**src/rtl/race_official_multi_if.sv**
```systemverilog
// Bus bundle between the race official and the racer agents / sequencer.
// The official uses the slave view; the agents and the sequencer use the master view.
interface race_official_multi_if #(
  parameter int NUM_RACERS = 4,
  parameter int CNT_WIDTH  = 16
);
  localparam int WIN_W = (NUM_RACERS > 1) ? $clog2(NUM_RACERS) : 1;

  logic [NUM_RACERS-1:0] ready;
  logic [NUM_RACERS-1:0] done;
  logic                  start;
  logic                  result_valid;
  logic                  winner_valid;
  logic [WIN_W-1:0]      winner;
  logic [CNT_WIDTH-1:0]  winner_time;
  logic [NUM_RACERS-1:0] done_mask;
  logic                  timeout;

  modport master (
    output ready, done,
    input  start, result_valid, winner_valid, winner, winner_time, done_mask, timeout
  );

  modport slave (
    input  ready, done,
    output start, result_valid, winner_valid, winner, winner_time, done_mask, timeout
  );
endinterface

```
**src/rtl/race_official_multi.sv**
```systemverilog
// Multi-racer race official: arms when every racer is ready, times the race,
// records the first finisher and the finish set, and aborts on a timeout.
module race_official_multi #(
  parameter int NUM_RACERS = 4,
  parameter int CNT_WIDTH  = 16,
  parameter int TIMEOUT    = 1000
) (
  input  logic                    clk,
  input  logic                    rst,
  race_official_multi_if.slave    bus
);
  localparam int WIN_W = (NUM_RACERS > 1) ? $clog2(NUM_RACERS) : 1;
  localparam logic [63:0] TIMEOUT_LAST = 64'(TIMEOUT) - 64'd1;

  typedef enum logic [1:0] {
    IDLE    = 2'd0,
    RUN     = 2'd1,
    RELEASE = 2'd2
  } state_t;

  state_t                state, state_next;
  logic [CNT_WIDTH-1:0]  cnt, cnt_next;
  logic [NUM_RACERS-1:0] mask, mask_next;
  logic                  wv, wv_next;
  logic [WIN_W-1:0]      win, win_next;
  logic [CNT_WIDTH-1:0]  wt, wt_next;
  logic                  to, to_next;
  logic                  rv, rv_next;

  logic [NUM_RACERS-1:0] new_done;
  logic [NUM_RACERS-1:0] seen;
  logic [WIN_W-1:0]      first_idx;
  logic [63:0]           cnt_wide;
  logic                  arm;
  logic                  quiet;
  logic                  timeout_hit;

  assign new_done    = bus.done & ~mask;
  assign seen        = mask | bus.done;
  assign arm         = (&bus.ready) && !(|bus.done);
  assign quiet       = !(|bus.ready) && !(|bus.done);
  assign cnt_wide    = 64'(cnt);
  assign timeout_hit = (TIMEOUT != 0) && (cnt_wide == TIMEOUT_LAST);

  // Scanning downwards leaves the lowest newly finished index, which settles ties.
  always_comb begin
    first_idx = '0;
    for (int i = NUM_RACERS - 1; i >= 0; i--) begin
      if (new_done[i]) first_idx = WIN_W'(i);
    end
  end

  always_comb begin
    state_next = state;
    cnt_next   = cnt;
    mask_next  = mask;
    wv_next    = wv;
    win_next   = win;
    wt_next    = wt;
    to_next    = to;
    rv_next    = 1'b0;
    case (state)
      IDLE: begin
        if (arm) begin
          state_next = RUN;
          cnt_next   = '0;
          mask_next  = '0;
          wv_next    = 1'b0;
          win_next   = '0;
          wt_next    = '0;
          to_next    = 1'b0;
        end
      end
      RUN: begin
        cnt_next  = (cnt == {CNT_WIDTH{1'b1}}) ? cnt : cnt + CNT_WIDTH'(1);
        mask_next = seen;
        if (!wv && (|new_done)) begin
          wv_next  = 1'b1;
          win_next = first_idx;
          wt_next  = cnt;
        end
        // Completion is tested first so a finish on the last allowed cycle is not a timeout.
        if (&seen) begin
          state_next = RELEASE;
          rv_next    = 1'b1;
        end else if (timeout_hit) begin
          state_next = RELEASE;
          rv_next    = 1'b1;
          to_next    = 1'b1;
        end
      end
      RELEASE: begin
        if (quiet) state_next = IDLE;
      end
      default: state_next = IDLE;
    endcase
  end

  always_ff @(posedge clk) begin
    if (rst) begin
      state <= IDLE;
      cnt   <= '0;
      mask  <= '0;
      wv    <= 1'b0;
      win   <= '0;
      wt    <= '0;
      to    <= 1'b0;
      rv    <= 1'b0;
    end else begin
      state <= state_next;
      cnt   <= cnt_next;
      mask  <= mask_next;
      wv    <= wv_next;
      win   <= win_next;
      wt    <= wt_next;
      to    <= to_next;
      rv    <= rv_next;
    end
  end

  // start is high exactly while racing, so an illegal state code can never drive it.
  assign bus.start        = (state == RUN);
  assign bus.result_valid = rv;
  assign bus.winner_valid = wv;
  assign bus.winner       = win;
  assign bus.winner_time  = wt;
  assign bus.done_mask    = mask;
  assign bus.timeout      = to;
endmodule

```
**src/flat_wrapper.sv**
```systemverilog
// flat-port wrapper written by rule: the top's interface ports become plain ports
module race_official_multi_flat 
#(
  parameter int NUM_RACERS = 4,
  parameter int CNT_WIDTH  = 16,
  parameter int TIMEOUT    = 1000
)
  (clk, rst, bus_ready, bus_done, bus_start, bus_result_valid, bus_winner_valid, bus_winner, bus_winner_time, bus_done_mask, bus_timeout);
  race_official_multi_if #(.NUM_RACERS(NUM_RACERS), .CNT_WIDTH(CNT_WIDTH)) bus_i ();
  input  logic clk;
  input  logic rst;
  input wire logic [$bits(bus_i.ready)-1:0] bus_ready;
  input wire logic [$bits(bus_i.done)-1:0] bus_done;
  output wire logic [$bits(bus_i.start)-1:0] bus_start;
  output wire logic [$bits(bus_i.result_valid)-1:0] bus_result_valid;
  output wire logic [$bits(bus_i.winner_valid)-1:0] bus_winner_valid;
  output wire logic [$bits(bus_i.winner)-1:0] bus_winner;
  output wire logic [$bits(bus_i.winner_time)-1:0] bus_winner_time;
  output wire logic [$bits(bus_i.done_mask)-1:0] bus_done_mask;
  output wire logic [$bits(bus_i.timeout)-1:0] bus_timeout;
  assign bus_i.ready = bus_ready;
  assign bus_i.done = bus_done;
  assign bus_start = bus_i.start;
  assign bus_result_valid = bus_i.result_valid;
  assign bus_winner_valid = bus_i.winner_valid;
  assign bus_winner = bus_i.winner;
  assign bus_winner_time = bus_i.winner_time;
  assign bus_done_mask = bus_i.done_mask;
  assign bus_timeout = bus_i.timeout;
  race_official_multi #(.NUM_RACERS(NUM_RACERS), .CNT_WIDTH(CNT_WIDTH), .TIMEOUT(TIMEOUT)) u_core (.clk(clk), .rst(rst), .bus(bus_i));
endmodule
```
**config.mk**
```make
export PLATFORM = sky130hd
export DESIGN_NAME = race_official_multi_flat
export DESIGN_NICKNAME = d
export VERILOG_FILES = /design/src/rtl/race_official_multi_if.sv /design/src/rtl/race_official_multi.sv /design/src/flat_wrapper.sv
export SDC_FILE = /design/constraint.sdc
export NUM_CORES = 1
export LEC_CHECK = 0
export BUFFER_PORTS_ARGS = -buffer_cell sky130_fd_sc_hd__buf_4
export CORE_ASPECT_RATIO = 0.75
export CORE_MARGIN = 2
export CORE_UTILIZATION = 54
export CTS_CLUSTER_SIZE = 10
export DETAILED_ROUTE_END_ITERATION = 7
export GPL_TIMING_DRIVEN = 0
export PLACE_DENSITY_LB_ADDON = 0.08
export SLEW_MARGIN = 20
export SYNTH_ARGS = -nofsm -noshare
export SYNTH_HDL_FRONTEND = slang
export SYNTH_SLANG_ARGS = --single-unit
```
**constraint.sdc**
```tcl
create_clock -name clk -period 2.2 [get_ports clk]
set_input_delay 0.11 -clock clk [delete_from_list [all_inputs] [get_ports clk]]
set_output_delay 0.11 -clock clk [all_outputs]
set_load 0.02 [all_outputs]
```
==> impl_metrics.py <==
metrics = {
    "cells_and_area": {
        "nets": 264,
        "n_antenna_cell": 0,
        "fin_area_sq_mm": 0.002396,
        "syn_to_final_growth_pct": 23.15,
        "drive_above_1_share_pct": 23.32,
    },
    "power_and_ir_drop": {
        "p_seq_share_pct": 50.3,
        "max-vdd-ir-drop_v": 0.0004842,
        "p_sw_share_pct": 19.30,
        "powerDensity_mw_per_mm2": 651.4,
        "leakagePower_uw": 0.0008764,
        "clockPowerShare_pct": 45.8,
        "combPwrFrac_pct": 3.9,
        "power_switching_uw": 301.2,
        "internal_power_uw": 1260,
    },
    "critical_path": {
        "r2r_start": "u_core.cnt[0]$_SDFFE_PP0P_",
        "worstSetupPathType": "reg -> reg",
        "critPathRequiredTime_ns": 2.42,
        "worstPathMaxFanout": 9,
        "cp_cell_sequence": "ha_1 -> nand4_1 -> or4_4 -> a21o_1 -> buf_2 -> o211ai_1",
        "startpoint_type": "flop",
        "critical-path-max-stage-delay_ns": 0.58,
        "end_kind": "flop",
        "cp-startpoint": "u_core.cnt[0]$_SDFFE_PP0P_",
        "critPathSlowestCell": "or4_4",
        "worstPathArrival_ns": 2.23,
    },
    "job": {
        "cap_violations": 0,
    },
    "timing": {
        "skew_ns": 0.007674,
        "setup_viol": 0,
        "finalSetupTns_ns": 0,
        "report.final.slew_viol_count": 0,
        "period_minus_slack_ns": 2.011,
        "fin_crit_sh_pct": 91.42,
        "rsz0062_at_grt": "false",
        "hold_viol": 0,
        "max_slew_margin_pct": 65.79,
        "fmax_ghz": 0.4972,
        "worstMarginPinSlew_ns": 0.5090,
    },
    "cts": {
        "clk_pin_slew_ns": 0.08,
        "clockRootBuffer": "clkbuf_8",
        "cts_tree": "built",
        "clk_path_buf_depth": 2,
        "cts.repair.resized": 0,
        "clock_latency_ns": 0.29,
        "post_cts_buffers": 0,
        "htreeDepth": 2,
        "cts_hold_buf": 0,
        "cts_buffers": 5,
        "cts_sinks": 43,
    },
    "logic_synthesis": {
        "synth-compound-area-share_pct": 26.82,
        "synth_top_cell_by_area": "dfxtp_1",
        "synthAdderAreaFrac_pct": 1.286,
        "synthArstFlopShare_pct": 0,
        "synth-edff-count": 0,
        "synth_top_family_by_area": "compound AO/OA/AOI/OAI gates",
        "yosysTopAreaCellShare_pct": 44.24,
        "synth_area_leaders": "dfxtp_1 44%, a22o_1 6.3%, a21oi_1 3.3%",
        "synth-seq-cells": 43,
        "syn_area_per_cell_sq_um": 9.265,
        "syn-num-nets": 222,
        "synth.yosys.seq_area_share_pct": 44.24,
        "yosys.cell_count.top_type": "dfxtp_1",
        "synth-simple-area-share_pct": 22.12,
        "postSynthCellCount": 210,
        "synth.area.mux_share_pct": 0.5145,
        "yosysWarnings": 0,
        "netlist_top_cells_count": "43 x dfxtp_1, 14 x a22o_1, 13 x a21oi_1, 13 x nand3_1, 12 x nor2_1",
        "synth.distinct_cells": 51,
        "synthXorXnorAreaFrac_pct": 0.4502,
        "mappedNetlistArea_sq_mm": 0.001946,
        "dominantRegCellSynth": "dfxtp_1",
    },
    "place": {
        "place_congestion": 0.8843,
        "portBuffers": 35,
        "place_area_sq_mm": 0.002258,
        "hpwl_microns": 3368,
    },
    "route": {
        "vias": 1802,
        "ant_nets": 0,
        "wl_microns": 4561,
        "drc_errors": 0,
        "drtPass1Iterations": 4,
        "vias_per_cell": 6.150,
        "avgRoutedWirePerCell_microns": 15.57,
        "drt_iter0_drc": 126,
    },
    "grt": {
        "antenna_found_initial": 0,
        "grt_max_degree": 14,
        "grt-ovfl-total": 0,
        "grt.total_usage_pct": 23.42,
        "grt_pass1_wl_microns": 7424,
        "grt_pass1_vias": 1537,
    },
    "die": {
        "num_rows": 18,
        "coreArea_sq_mm": 0.003378,
        "die_area_sq_mm": 0.004104,
        "io_pins": 36,
        "start_util_pct": 57.59,
        "dieHeight_microns": 55.99,
        "dieWidth_microns": 73.31,
    },
    "worst_hold_path": {
        "min_path_type": "in -> reg",
        "hp-start": "bus_done[0]",
    },
    "run_status": {
        "status": "finished, final reports clean",
    },
}
## final timing paths
| kind | slack [ns] | cells past startpoint | end |
|---|---|---|---|
| worst min-delay path | 0.07 | 3 | u_core.bus.done_mask[0]$_SDFFE_PP0P_ |
| worst min register to register | 0.46 | 2 | u_core.bus.winner_time[11]$_SDFFE_PP0P_ |
| worst max-delay path | 0.19 | 6 | u_core.cnt[2]$_SDFFE_PP0P_ |
| worst max register to register | 0.19 | 6 | u_core.cnt[2]$_SDFFE_PP0P_ |
## registers in the layout, summed over array words and instances (netlist names)
signal	count
u_core.bus.done_mask	4
u_core.state	2
u_core.bus.result_valid	1
u_core.bus.winner	2
u_core.bus.winner_valid	1
u_core.bus.timeout	1
u_core.bus.winner_time	16
u_core.cnt	16
## worst max-delay path: cells and delay by family, from the launching register on
kind / cells / cell delay (ns)
DFF: 1 / 0.46
buffers and inverters: 1 / 0.18
AOI/OAI and AO/OA: 2 / 0.37
adders and majority gates: 1 / 0.21
and+or+nand+nor: 2 / 0.72
## per-stage QoR
| stage | hold WS [ns] | worst slack [ns] | power (uW) | utilization (%) | std cells |
|---|---|---|---|---|---|
| after floorplan | 0.2507 | 0.4040 | 835.6 | - | 210 |
| after global placement | 0.3650 | 0.2040 | 862.4 | 66.85 | 285 |
| after detailed placement | 0.3680 | 0.1781 | 863.2 | 66.85 | 285 |
| after CTS | 0.06284 | 0.1661 | 1572 | 70.78 | 293 |
| after global routing | 0.08806 | 0.06127 | 1614 | 70.93 | 293 |
| final | 0.06752 | 0.1887 | 1561 | 70.93 | 293 |
## cell type report
type                       count  area, sq um
tap                           40        50.05
timing repair buffer          35        262.8
clock buffer                   6        72.57
inverter                      12        45.04
clock inverter                 2        60.06
fill                         269        982.2
multi-input combinational    147         1001
sequential                    43        860.8
buffer                         8        43.79
## routing by layer
| metal | part of all wire, % | GRT usage, % | vias to the layer above |
|---|---|---|---|
| met5 | 0 | 0 | - |
| met4 | 1.4 | 8.571 | 0 |
| met3 | 7.0 | 4.891 | 6 |
| met2 | 41 | 30.76 | 60 |
| met1 | 51 | 36.92 | 838 |
| li1 | - | - | 898 |
## kinds of logic (layout without fill, tap and decap cells)
kind of cell             count (synthesis)  count (layout)
AND/OR/NAND/NOR                         75              75
flip-flops                              43              43
XOR/XNOR                                 1               1
multiplexers                             1               1
AO/OA/AOI/OAI                           68              68
adder cells (fa/ha/maj)                  2               2
buffers and inverters                   20              63
## power by group through the flow
stage / logic (uW) / registers [uW] / clock network, uW
CTS: 59.8 / 785 / 727
finish: 60.3 / 785 / 716
global route: 65.8 / 786 / 763
floorplan: 33.1 / 803 / 0
global placement: 58.8 / 804 / 0
detailed placement: 59.6 / 804 / 0
## cells in the final DEF, fill, tap and decap left out, drive strengths merged, types with 2 or more instances in the layout
master   n
bufinv   2
o22ai    2
nand2b   4
dfxtp   43
nor4     4
nor2b    2
a21o     3
nand2    9
o21ai    5
a31oi    4
a21oi   13
a211oi   2
a311oi   3
o21a     3
nor3     7
nand3   13
a41oi    4
a31o     2
or4      7
nor2    14
or3      2
buf     39
inv     12
nand4    8
a22o    15
clkbuf  10
o211ai   4
ha       2
Note: power is estimated with default switching activity, not from simulation.
